### src/rtl/alu_arbiter_seq_pkg.sv
// alu_arbiter_seq shared definitions:
// datapath widths, opcode classes and FSM state encoding.
package alu_arbiter_seq_pkg;

    localparam int DATA_W = 16;
    localparam int OP_W = 3;

    // opcodes at or above this value are arithmetic
    localparam logic [OP_W-1:0] ARITH_MIN = 3'b101;
    localparam logic [OP_W-1:0] LOGIC_NOP = 3'b000;

    typedef enum logic [1:0] {
        IDLE    = 2'd0,
        ISSUE   = 2'd1,
        CAPTURE = 2'd2,
        RESP    = 2'd3
    } stateT;

endpackage

### src/rtl/alu_arbiter_seq_rr_arbiter2.sv
// rr_arbiter2: two-way round-robin arbiter with lock.
// Priority moves only when a response completes.
module rr_arbiter2 (
    input  logic       iClock,
    input  logic       iResetn,
    input  logic       iEnable,
    input  logic [1:0] iValid,
    input  logic       iUpdate,
    input  logic       iUpdId,
    input  logic       iUpdLock,
    output logic [1:0] oGrant
);

    logic prio;
    logic other;
    logic lockHeld;

    assign other = ~prio;

    // a locked owner keeps priority, otherwise hand it to the peer
    always_ff @(posedge iClock or negedge iResetn) begin
        if (!iResetn) begin
            prio     <= 1'b0;
            lockHeld <= 1'b0;
        end else if (iUpdate) begin
            prio     <= iUpdLock ? iUpdId : ~iUpdId;
            lockHeld <= iUpdLock;
        end
    end

    // lock blocks the peer even while the owner is idle
    always_comb begin
        oGrant = 2'b00;
        if (iEnable) begin
            if (iValid[prio]) begin
                oGrant[prio] = 1'b1;
            end else if (!lockHeld && iValid[other]) begin
                oGrant[other] = 1'b1;
            end
        end
    end

endmodule

### src/rtl/alu_arbiter_seq.sv
// alu_arbiter_seq: shares one ALU between two requesters.
// One command in flight: IDLE, ISSUE, CAPTURE, RESP.
module alu_arbiter_seq #(
    parameter int DATA_W = alu_arbiter_seq_pkg::DATA_W,
    parameter int OP_W = alu_arbiter_seq_pkg::OP_W,
    parameter logic [OP_W-1:0] ARITH_MIN = alu_arbiter_seq_pkg::ARITH_MIN
) (
    input  logic              iClock,
    input  logic              iResetn,
    input  logic [1:0]        iReqValid,
    output logic [1:0]        oReqReady,
    input  logic [DATA_W-1:0] iReqA0,
    input  logic [DATA_W-1:0] iReqA1,
    input  logic [DATA_W-1:0] iReqB0,
    input  logic [DATA_W-1:0] iReqB1,
    input  logic [OP_W-1:0]   iReqOp0,
    input  logic [OP_W-1:0]   iReqOp1,
    input  logic [1:0]        iReqLock,
    output logic              oRspValid,
    input  logic              iRspReady,
    output logic              oRspId,
    output logic [DATA_W-1:0] oRspResult,
    output logic              oRspCarry,
    output logic              oRspZero,
    output logic [DATA_W-1:0] oAluA,
    output logic [DATA_W-1:0] oAluB,
    output logic [OP_W-1:0]   oAluOpcode,
    input  logic [DATA_W-1:0] iAluAcc,
    input  logic              iAluCarry,
    input  logic              iAluZero
);
    import alu_arbiter_seq_pkg::*;

    stateT state;
    stateT stateNext;

    logic [1:0] grant;
    logic accept;
    logic rspDone;

    logic [DATA_W-1:0] cmdA;
    logic [DATA_W-1:0] cmdB;
    logic [OP_W-1:0]   cmdOp;
    logic cmdId;
    logic cmdLock;

    assign accept    = |grant;
    assign rspDone   = (state == RESP) && iRspReady;
    assign oReqReady = grant;
    assign oRspValid = (state == RESP);

    rr_arbiter2 uArb (
        .iClock  (iClock),
        .iResetn (iResetn),
        .iEnable (state == IDLE),
        .iValid  (iReqValid),
        .iUpdate (rspDone),
        .iUpdId  (cmdId),
        .iUpdLock(cmdLock),
        .oGrant  (grant)
    );

    // state register
    always_ff @(posedge iClock or negedge iResetn) begin
        if (!iResetn) begin
            state <= IDLE;
        end else begin
            state <= stateNext;
        end
    end

    // next state: fixed two-cycle ALU window, then wait for pickup
    always_comb begin
        stateNext = state;
        unique case (state)
            IDLE:    if (accept) stateNext = ISSUE;
            ISSUE:   stateNext = CAPTURE;
            CAPTURE: stateNext = RESP;
            RESP:    if (iRspReady) stateNext = IDLE;
            default: stateNext = IDLE;
        endcase
    end

    // command register loads from the granted requester
    always_ff @(posedge iClock or negedge iResetn) begin
        if (!iResetn) begin
            cmdA    <= '0;
            cmdB    <= '0;
            cmdOp   <= '0;
            cmdId   <= 1'b0;
            cmdLock <= 1'b0;
        end else if (accept) begin
            unique case (1'b1)
                grant[0]: begin
                    cmdA    <= iReqA0;
                    cmdB    <= iReqB0;
                    cmdOp   <= iReqOp0;
                    cmdId   <= 1'b0;
                    cmdLock <= iReqLock[0];
                end
                grant[1]: begin
                    cmdA    <= iReqA1;
                    cmdB    <= iReqB1;
                    cmdOp   <= iReqOp1;
                    cmdId   <= 1'b1;
                    cmdLock <= iReqLock[1];
                end
                default: ;
            endcase
        end
    end

    // response register samples the ALU at the end of CAPTURE
    always_ff @(posedge iClock or negedge iResetn) begin
        if (!iResetn) begin
            oRspResult <= '0;
            oRspCarry  <= 1'b0;
            oRspZero   <= 1'b0;
            oRspId     <= 1'b0;
        end else if (state == CAPTURE) begin
            oRspResult <= iAluAcc;
            oRspZero   <= iAluZero;
            oRspCarry  <= (cmdOp >= ARITH_MIN) ? iAluCarry : 1'b0;
            oRspId     <= cmdId;
        end
    end

    // ALU sees the command only in ISSUE/CAPTURE, a NOP otherwise
    always_comb begin
        oAluA      = '0;
        oAluB      = '0;
        oAluOpcode = OP_W'(LOGIC_NOP);
        if (state == ISSUE || state == CAPTURE) begin
            oAluA      = cmdA;
            oAluB      = cmdB;
            oAluOpcode = cmdOp;
        end
    end

endmodule

### config.mk
export PLATFORM = sky130hd
export DESIGN_NAME = alu_arbiter_seq
export DESIGN_NICKNAME = d
export VERILOG_FILES = /design/src/rtl/alu_arbiter_seq_pkg.sv /design/src/rtl/alu_arbiter_seq_rr_arbiter2.sv /design/src/rtl/alu_arbiter_seq.sv
export SDC_FILE = /design/constraint.sdc
export NUM_CORES = 1
export LEC_CHECK = 0
export CORE_MARGIN = 2
export CORE_UTILIZATION = 37
export DETAILED_ROUTE_END_ITERATION = 8
export GPL_ROUTABILITY_DRIVEN = 0
export PLACE_DENSITY_LB_ADDON = 0.25
export SYNTH_ARGS = -nofsm -noshare
export SYNTH_HDL_FRONTEND = slang
export SYNTH_SLANG_ARGS = --single-unit
### constraint.sdc
create_clock -name iClock -period 1.8 [get_ports iClock]
set_input_delay 0.36 -clock iClock [delete_from_list [all_inputs] [get_ports iClock]]
set_output_delay 0.36 -clock iClock [all_outputs]
set_load 0.005 [all_outputs]
==> key figures, run 1 <==
Route
  • Detailed Route Iter0 Violations: 53
  • Routed length per placed instance: 16.00 um
  • Via count: 2445
  • Antenna viol nets, final: 0
  • Post-route DRC violation count: 0
  • Detailed Route WL: 8370 um
  • Post-DR vias/cell: 4.675
  • First-pass iteration count of the detailed router: 3

Floorplanning
  • Starting density of the core: 38.33%
  • Floorplan core area: 0.008258 mm2
  • Die area: 0.009311 mm2
  • Die Width: 96.50 um
  • Std cell rows: 33
  • Die span in y: 96.50 um
  • Number of primary I/O pins: 152

Clock tree
  • Number of sinks handled by clock tree synthesis: 60
  • Maximum count of clock buffers along a single path: 2
  • Htree depth: 3
  • Clock-pin slew on the worst setup and hold paths: 0.07 ns
  • Number of buffers created by CTS: 9
  • Source-to-sink clock delay at the later pin of the worst-skew pair: 0.34 ns
  • Number of buffers inserted by hold repair at cts: 0
  • Clock tree from TritonCTS: yes
  • Clock root buffer: sky130_fd_sc_hd__clkbuf_8

STA
  • Actual slew at the worst max-slew pin: 0.3415 ns
  • Setup repair after global routing missed its margin: yes
  • Setup skew after layout: 0.01506 ns
  • Final worst path period need: 1.922 ns
  • Relative slew margins: 76.99%
  • Setup violation total in the final timing report: 35
  • Final count of hold timing violations: 0
  • F_max: 520.4 MHz
  • Worst hold margin: 0.01462 ns
  • Min setup slack post-route: -0.1215 ns
  • Final critical-path share of the clock period: 106.8%
  • Max Slew Vio Count: 0
  • Total Negative Setup Slacks: -3.510 ns

Layout
  • Area of combinational cells with multiple inputs: 0.001660 mm2
  • Sequential cell area: 0.001501 mm2
  • Filler Cell Count: 646
  • Antenna cell count: 0
  • Core occupancy in the finished layout: 66.17%
  • Final net count: 514
  • Final cell count without fillers: 523
  • Share of cells above drive strength 1: 52.15%
  • Final instance area: 0.005464 mm2
  • Relative area change from synthesis to final layout: 72.61%

Setup path
  • Depth of the worst register-to-register path: 8
  • Critical Path Fanout Max: 5
  • Delay of the slowest cell on the worst path: 0.40 ns
  • Worst reg2reg endpoint: state[1]
  • Worst setup path class: reg -> out
  • Required arrival time at the worst endpoint: 1.44 ns
  • Critical-path top delay cell: sky130_fd_sc_hd__dfrtp_1
  • Crit start category: register
  • Worst reg-to-reg setup slack: 0.06 ns
  • Endpoint kind of the worst setup timing path: output port
  • Critical path, cell by cell: inv_2 > ha_4 > buf_12 > clkbuf_16 > and2_1 > clkbuf_2
  • Crit path arrival time: 1.56 ns
  • Worst R2R Start: state[1]

Placed design
  • Total of buffers placed on input and output ports: 151
  • Placed wire-length estimate: 5572 um
  • Worst setup timing slack at the placement stage: -0.3517 ns
  • Instance count after placement with tap cells included: 492
  • Placed inst area: 0.004931 mm2

Status
  • Violations in the final reports: negative setup slack
  • Run status: finished with violations

Yosys
  • Largest area contributor in the synthesized netlist: sky130_fd_sc_hd__dfrtp_1
  • Yosys reg bits: 60
  • FFs w/ async S/R, synth: 100.0%
  • Mean post-synth cell area: 13.76 um2
  • Cell count after synthesis: 230
  • Count of distinct cell types in the synthesized netlist: 22
  • Top post-synthesis cells by area: sky130_fd_sc_hd__dfrtp_1 (47%), sky130_fd_sc_hd__mux2_2 (22%), sky130_fd_sc_hd__mux2_4 (14%)
  • Count of flip-flops with a built-in enable after synthesis: 0
  • Proportion of synthesized chip area in sequential cells: 47.43%
  • Most frequent cells after synthesis: sky130_fd_sc_hd__mux2_2 (62), sky130_fd_sc_hd__dfrtp_1 (60), sky130_fd_sc_hd__and2_1 (35)
  • Netlist area before placement: 0.003166 mm2
  • Most frequent cell after synthesis: sky130_fd_sc_hd__mux2_2
  • Primary flip-flop cell chosen by synthesis mapping: sky130_fd_sc_hd__dfrtp_1
  • Share of the synthesized area in the top cell type: 47.43%
  • Number of warnings issued by yosys: 0
  • Number of nets in the synthesized netlist: 329

Power
  • Sequential Power Share: 24.2%
  • Post-layout power: 10.10 mW
  • Internal power summed over all cells: 7.165 mW
  • Max IR drop VDD: 0.0009468 V
  • Share of total power consumed by net switching: 29.09%
  • Net load switching power: 2.940 mW
  • Leak: 2.474 nW
  • PwrDens: 1849 mW/mm2
  • Logic gate share of total power: 63.1%
  • Power share of the clock group: 12.7%

Global routing
  • Global routing met2 resource utilization: 31.54%
  • Layer carrying the most global-route usage: met2
  • Wire length of the first global-routing pass: 12250 um
  • Via count of the first global-routing pass: 2547
  • Overall fraction of global-route tracks in use: 17.43%
  • Grt ovf: 0
  • Largest net degree at the start of global routing: 61
  • Met3 track utilization from global routing: 5.353%
  • Number of antenna violations at the first check in global routing: 0
  • GR Layer Usage met1: 19.78%

Min path
  • Path type of the worst min-delay path: in -> async

Run
  • Maximum capacitance violations: 0
-- kinds of logic (layout without fill, tap and decap cells) --
logic type	after synthesis	in the layout	share of synthesized area (%)
xor gates and xnor gates	1	1	0.2767
AOI/OAI and AO/OA	10	10	2.055
buffers and inverters	19	207	3.715
muxes	93	93	36.60
DFF	60	60	47.43
and+or+nand+nor	43	43	8.340
adders and majority gates	4	4	1.581
-- repair_timing --
item / 4_1_cts / 5_1_grt
setup buffers: 12 / 3
endpoints found under the setup margin: 40 / 50
pin swaps: 4 / 1
gates resized for setup: 182 / 39
gates cloned: 3 / 2
-- power by group through the flow --
stage,combinational (mW),clock (mW),sequential (mW)
after floorplan,2.38,0,2.37
after global placement,4.90,0,2.41
after detailed placement,4.96,0,2.45
after CTS,6.23,1.32,2.44
after global routing,6.85,1.38,2.53
final,6.38,1.28,2.44
-- final cells by class --
class	count	share of cell area (%)
multi-input cells	151	30.39
clock buffers	13	3.275
inverters	7	0.4809
flip-flops and latches	60	27.48
repair buffers	186	35.42
clock inverters	1	0.5496
well taps	105	2.404
-- worst max path at each step --
| stage | start | endpoint | slack (ns) | cells past startpoint |
|---|---|---|---|---|
| 6_report | state[0] | oAluA[2] | -0.12 | 6 |
| 5_1_grt | state[0] | oAluA[6] | -0.17 | 6 |
| 4_1_cts | state[1] | oAluA[4] | -0.20 | 7 |
| 3_5_place_dp | iReqValid[0] | cmdA[14] | -0.35 | 6 |
| 3_3_place_gp | iReqValid[0] | cmdB[5] | -0.31 | 6 |
| 2_1_floorplan | state[0] | cmdA[15] | 0.05 | 7 |
-- registers in the layout, indices dropped and copies added, names as in the netlist --
name           cells
cmdA              16
cmdB              16
cmdId              1
cmdLock            1
cmdOp              3
oRspCarry          1
oRspId             1
oRspResult        16
oRspZero           1
state              2
uArb.lockHeld      1
uArb.prio          1
-- per-layer routing --
layer | wire (um) | vias up
met3 | 703 | 8
met5 | 0 | -
met2 | 4296 | 89
met1 | 3277 | 1182
met4 | 92 | 0
li1 | - | 1166
-- cell usage in the layout, fill, tap and decap left out, types with 2 or more instances in the layout --
cell | Yosys | final
sky130_fd_sc_hd__buf_2 | 1 | 3
sky130_fd_sc_hd__and2_4 | 0 | 30
sky130_fd_sc_hd__buf_4 | 0 | 20
sky130_fd_sc_hd__mux2_4 | 30 | 30
sky130_fd_sc_hd__mux2_2 | 62 | 62
sky130_fd_sc_hd__clkbuf_8 | 0 | 13
sky130_fd_sc_hd__and2_1 | 35 | 5
sky130_fd_sc_hd__ha_1 | 4 | 2
sky130_fd_sc_hd__nand2_1 | 3 | 3
sky130_fd_sc_hd__inv_2 | 0 | 3
sky130_fd_sc_hd__dfrtp_1 | 60 | 60
sky130_fd_sc_hd__o21ai_0 | 5 | 4
sky130_fd_sc_hd__clkdlybuf4s50_1 | 0 | 110
sky130_fd_sc_hd__clkbuf_2 | 0 | 6
sky130_fd_sc_hd__inv_1 | 7 | 4
sky130_fd_sc_hd__buf_12 | 0 | 8
sky130_fd_sc_hd__a21oi_1 | 2 | 2
sky130_fd_sc_hd__clkbuf_16 | 0 | 2
sky130_fd_sc_hd__buf_6 | 6 | 32
sky130_fd_sc_hd__ha_4 | 0 | 2
sky130_fd_sc_hd__dlygate4sd2_1 | 0 | 3
-- critical path, delay by kind of cell (launching register included) --
| kind | cells | cell delay, ns |
|---|---|---|
| adder cells (fa/ha/maj) | 1 | 0.21 |
| buffers and inverters | 4 | 0.49 |
| flip-flops | 1 | 0.40 |
| AND/OR/NAND/NOR | 1 | 0.13 |
(Power assumes the default switching activity.)
==> inputs of run 2 (changes only) <==
--- a/config.mk
+++ b/config.mk
@@ -5,6 +5,7 @@
 export SDC_FILE = /design/constraint.sdc
 export NUM_CORES = 1
 export LEC_CHECK = 0
+export CORE_ASPECT_RATIO = 1.4
 export CORE_MARGIN = 2
 export CORE_UTILIZATION = 37
 export DETAILED_ROUTE_END_ITERATION = 8
==> run 2 against run 1 <==
  * The run still ends with negative setup slack left
  * Critical endpoint is now oAluB[15]
  * Critical path type unchanged
  * Routed wire length is 8.5% higher
  * Worst hold slack improved by 0.49 ns
  * Critical path depth is 1 higher
  * Core utilization grew 5.5 points
==> key figures, run 2 (synthesis gave the netlist of run 1 again) <==
Power
  • PwrDens: 1985 mW/mm2
  • Net load switching power: 3.311 mW
  • Logic gate share of total power: 63.0%
  • Sequential Power Share: 21.2%
  • Max IR drop VDD: 0.001301 V
  • Power share of the clock group: 15.9%
  • Leak: 2.708 nW
  • Share of total power consumed by net switching: 28.23%
  • Internal power summed over all cells: 8.419 mW

Setup path
  • Crit start category: register
  • Critical-path top delay cell: sky130_fd_sc_hd__dfrtp_1
  • Endpoint kind of the worst setup timing path: output port
  • Worst setup path class: reg -> out
  • Delay of the slowest cell on the worst path: 0.39 ns
  • Critical path, cell by cell: inv_2 > ha_4 > buf_6 > buf_12 > buf_16 > and2_4 > buf_6
  • Worst path most repeated cell: sky130_fd_sc_hd__buf_6
  • Required arrival time at the worst endpoint: 1.44 ns
  • Critical Path Fanout Max: 7
  • Crit path arrival time: 1.65 ns

Route
  • Met1 Wirelength: 3340 um
  • First-pass iteration count of the detailed router: 4
  • Met2 Wirelength: 5024 um
  • Antenna viol nets, final: 0
  • Post-route DRC violation count: 0
  • Post-DR vias/cell: 4.804
  • Routed met3 length: 522 um
  • Detailed Route WL: 9081 um
  • Via count: 2551
  • Detailed Route Iter0 Violations: 87
  • Uppermost layer routed: met4
  • Routed length per placed instance: 17.10 um

STA
  • Setup skew after layout: 0.004317 ns
  • Final critical-path share of the clock period: 111.4%
  • Total Negative Setup Slacks: -6.014 ns
  • F_max: 498.7 MHz
  • Setup violation total in the final timing report: 53
  • Actual slew at the worst max-slew pin: 0.4446 ns
  • Final worst path period need: 2.005 ns
  • Min setup slack post-route: -0.2051 ns
  • Setup repair after global routing missed its margin: yes
  • Final count of hold timing violations: 0
  • Relative slew margins: 70.36%
  • Max Slew Vio Count: 0

Global routing
  • Grt ovf: 0
  • Overall fraction of global-route tracks in use: 19.71%
  • Number of antenna violations at the first check in global routing: 0
  • Via count of the first global-routing pass: 2792
  • Wire length of the first global-routing pass: 13730 um
  • Largest net degree at the start of global routing: 37

Run
  • Maximum capacitance violations: 0

Floorplanning
  • Std cell rows: 39
  • Number of primary I/O pins: 152
  • Die area: 0.009322 mm2
  • Floorplan core area: 0.008247 mm2
  • Starting density of the core: 38.39%
  • Die span in y: 113.4 um
  • Die Width: 82.18 um

Clock tree
  • Maximum count of clock buffers along a single path: 2
  • Number of sinks handled by clock tree synthesis: 60
  • Clock tree from TritonCTS: yes
  • Source-to-sink clock delay at the later pin of the worst-skew pair: 0.32 ns
  • Number of buffers created by CTS: 9
  • Clock-pin slew on the worst setup and hold paths: 0.05 ns
  • Htree depth: 3
  • Clock root buffer: sky130_fd_sc_hd__clkbuf_16

Placed design
  • Total of buffers placed on input and output ports: 151
  • Instance count after placement with tap cells included: 493
  • Worst setup timing slack at the placement stage: -0.4204 ns
  • Placed inst area: 0.004957 mm2
  • Placed wire-length estimate: 5745 um

Layout
  • Final net count: 523
  • Antenna cell count: 0
  • Final instance area: 0.005908 mm2
  • Share of cells above drive strength 1: 54.55%
  • Filler Cell Count: 556
  • Biggest registers after layout: cmdA: 16 flops, cmdB: 16 flops, oRspResult: 16 flops
  • Core occupancy in the finished layout: 71.64%
  • Relative area change from synthesis to final layout: 86.64%
  • Final cell count without fillers: 531
  • Most used cells in the layout excluding fill and tap cells: sky130_fd_sc_hd__clkdlybuf4s50_1 (110), sky130_fd_sc_hd__dfrtp_1 (59), sky130_fd_sc_hd__mux2_4 (49), sky130_fd_sc_hd__mux2_2 (43), sky130_fd_sc_hd__buf_6 (42)
  • Commonest non-fill, non-tap cell in the layout: sky130_fd_sc_hd__clkdlybuf4s50_1

Status
  • Run status: finished with violations
  • Violations in the final reports: negative setup slack

Min path
  • Path type of the worst min-delay path: reg -> reg
## run 2: worst paths after layout
check | from | endpoint | slack, ns | cells past startpoint
max in group asynchronous | iResetn | uArb.prio | 0.71 | 3
min | oRspResult[7] | oRspResult[7] | 0.50 | 1
max | state[0] | oAluB[15] | -0.21 | 7
min in group asynchronous | iResetn | cmdB[14] | 0.53 | 2
max reg2reg | state[0] | cmdLock | -0.04 | 8
min reg2reg | oRspResult[7] | oRspResult[7] | 0.50 | 1
## run 2: layout make-up
type	count	area, um2	share of cell area [%]
clock buffer	10	239.0	4.045
clock inverter	6	86.33	1.461
inverter	7	26.28	0.4447
multi-input combinational	151	1744	29.52
sequential	60	1503	25.43
tap	102	127.6	2.160
timing repair buffer	195	2182	36.93
## run 2: power by group through the flow
| stage | Sequential, mW | Combinational, mW | Clock [mW] |
|---|---|---|---|
| after CTS | 2.45 | 6.68 | 1.88 |
| final | 2.48 | 7.39 | 1.86 |
| after global placement | 2.41 | 4.98 | 0 |
| after detailed placement | 2.44 | 5.06 | 0 |
| after global routing | 2.58 | 7.83 | 1.98 |
| after floorplan | 2.37 | 2.38 | 0 |
## run 2: stage by stage
stage / hold slack (ns) / power, mW
after floorplan: 0.06441 / 4.753
after global placement: 0.3322 / 7.387
after detailed placement: 0.3313 / 7.496
after CTS: 0.5032 / 11.01
after global routing: 0.5223 / 12.38
final: 0.5038 / 11.73
## run 2: what timing repair did
action | CTS | global route
endpoints found under the hold margin | 17 | 0
buffers inserted | 12 | 2
gates cloned | 8 | 0
setup endpoints to repair | 73 | 72
hold buffers | 1 | 0
pin swaps | 3 | 2
resized for setup | 219 | 53
## run 2: layer usage
layer,vias up,track usage [%]
li1,1189,-
met1,1245,21.33
met2,102,35.93
met3,15,5.063
met4,0,7.222
met5,-,0
## run 2: worst max-delay path: cells and delay by family, from the launching register on
family	cells	cell delay [ns]
flops	1	0.39
simple gates	1	0.14
buf+inv	5	0.58
fa+ha+maj	1	0.21
==> inputs of run 3 (changes only) <==
--- a/config.mk
+++ b/config.mk
@@ -10,6 +10,7 @@
 export CORE_UTILIZATION = 37
 export DETAILED_ROUTE_END_ITERATION = 8
 export GPL_ROUTABILITY_DRIVEN = 0
+export HOLD_SLACK_MARGIN = 0.1
 export PLACE_DENSITY_LB_ADDON = 0.25
 export SYNTH_ARGS = -nofsm -noshare
 export SYNTH_HDL_FRONTEND = slang
==> results of run 3 <==
No change in the layout: final DEF, timing and power equal those of run 2.
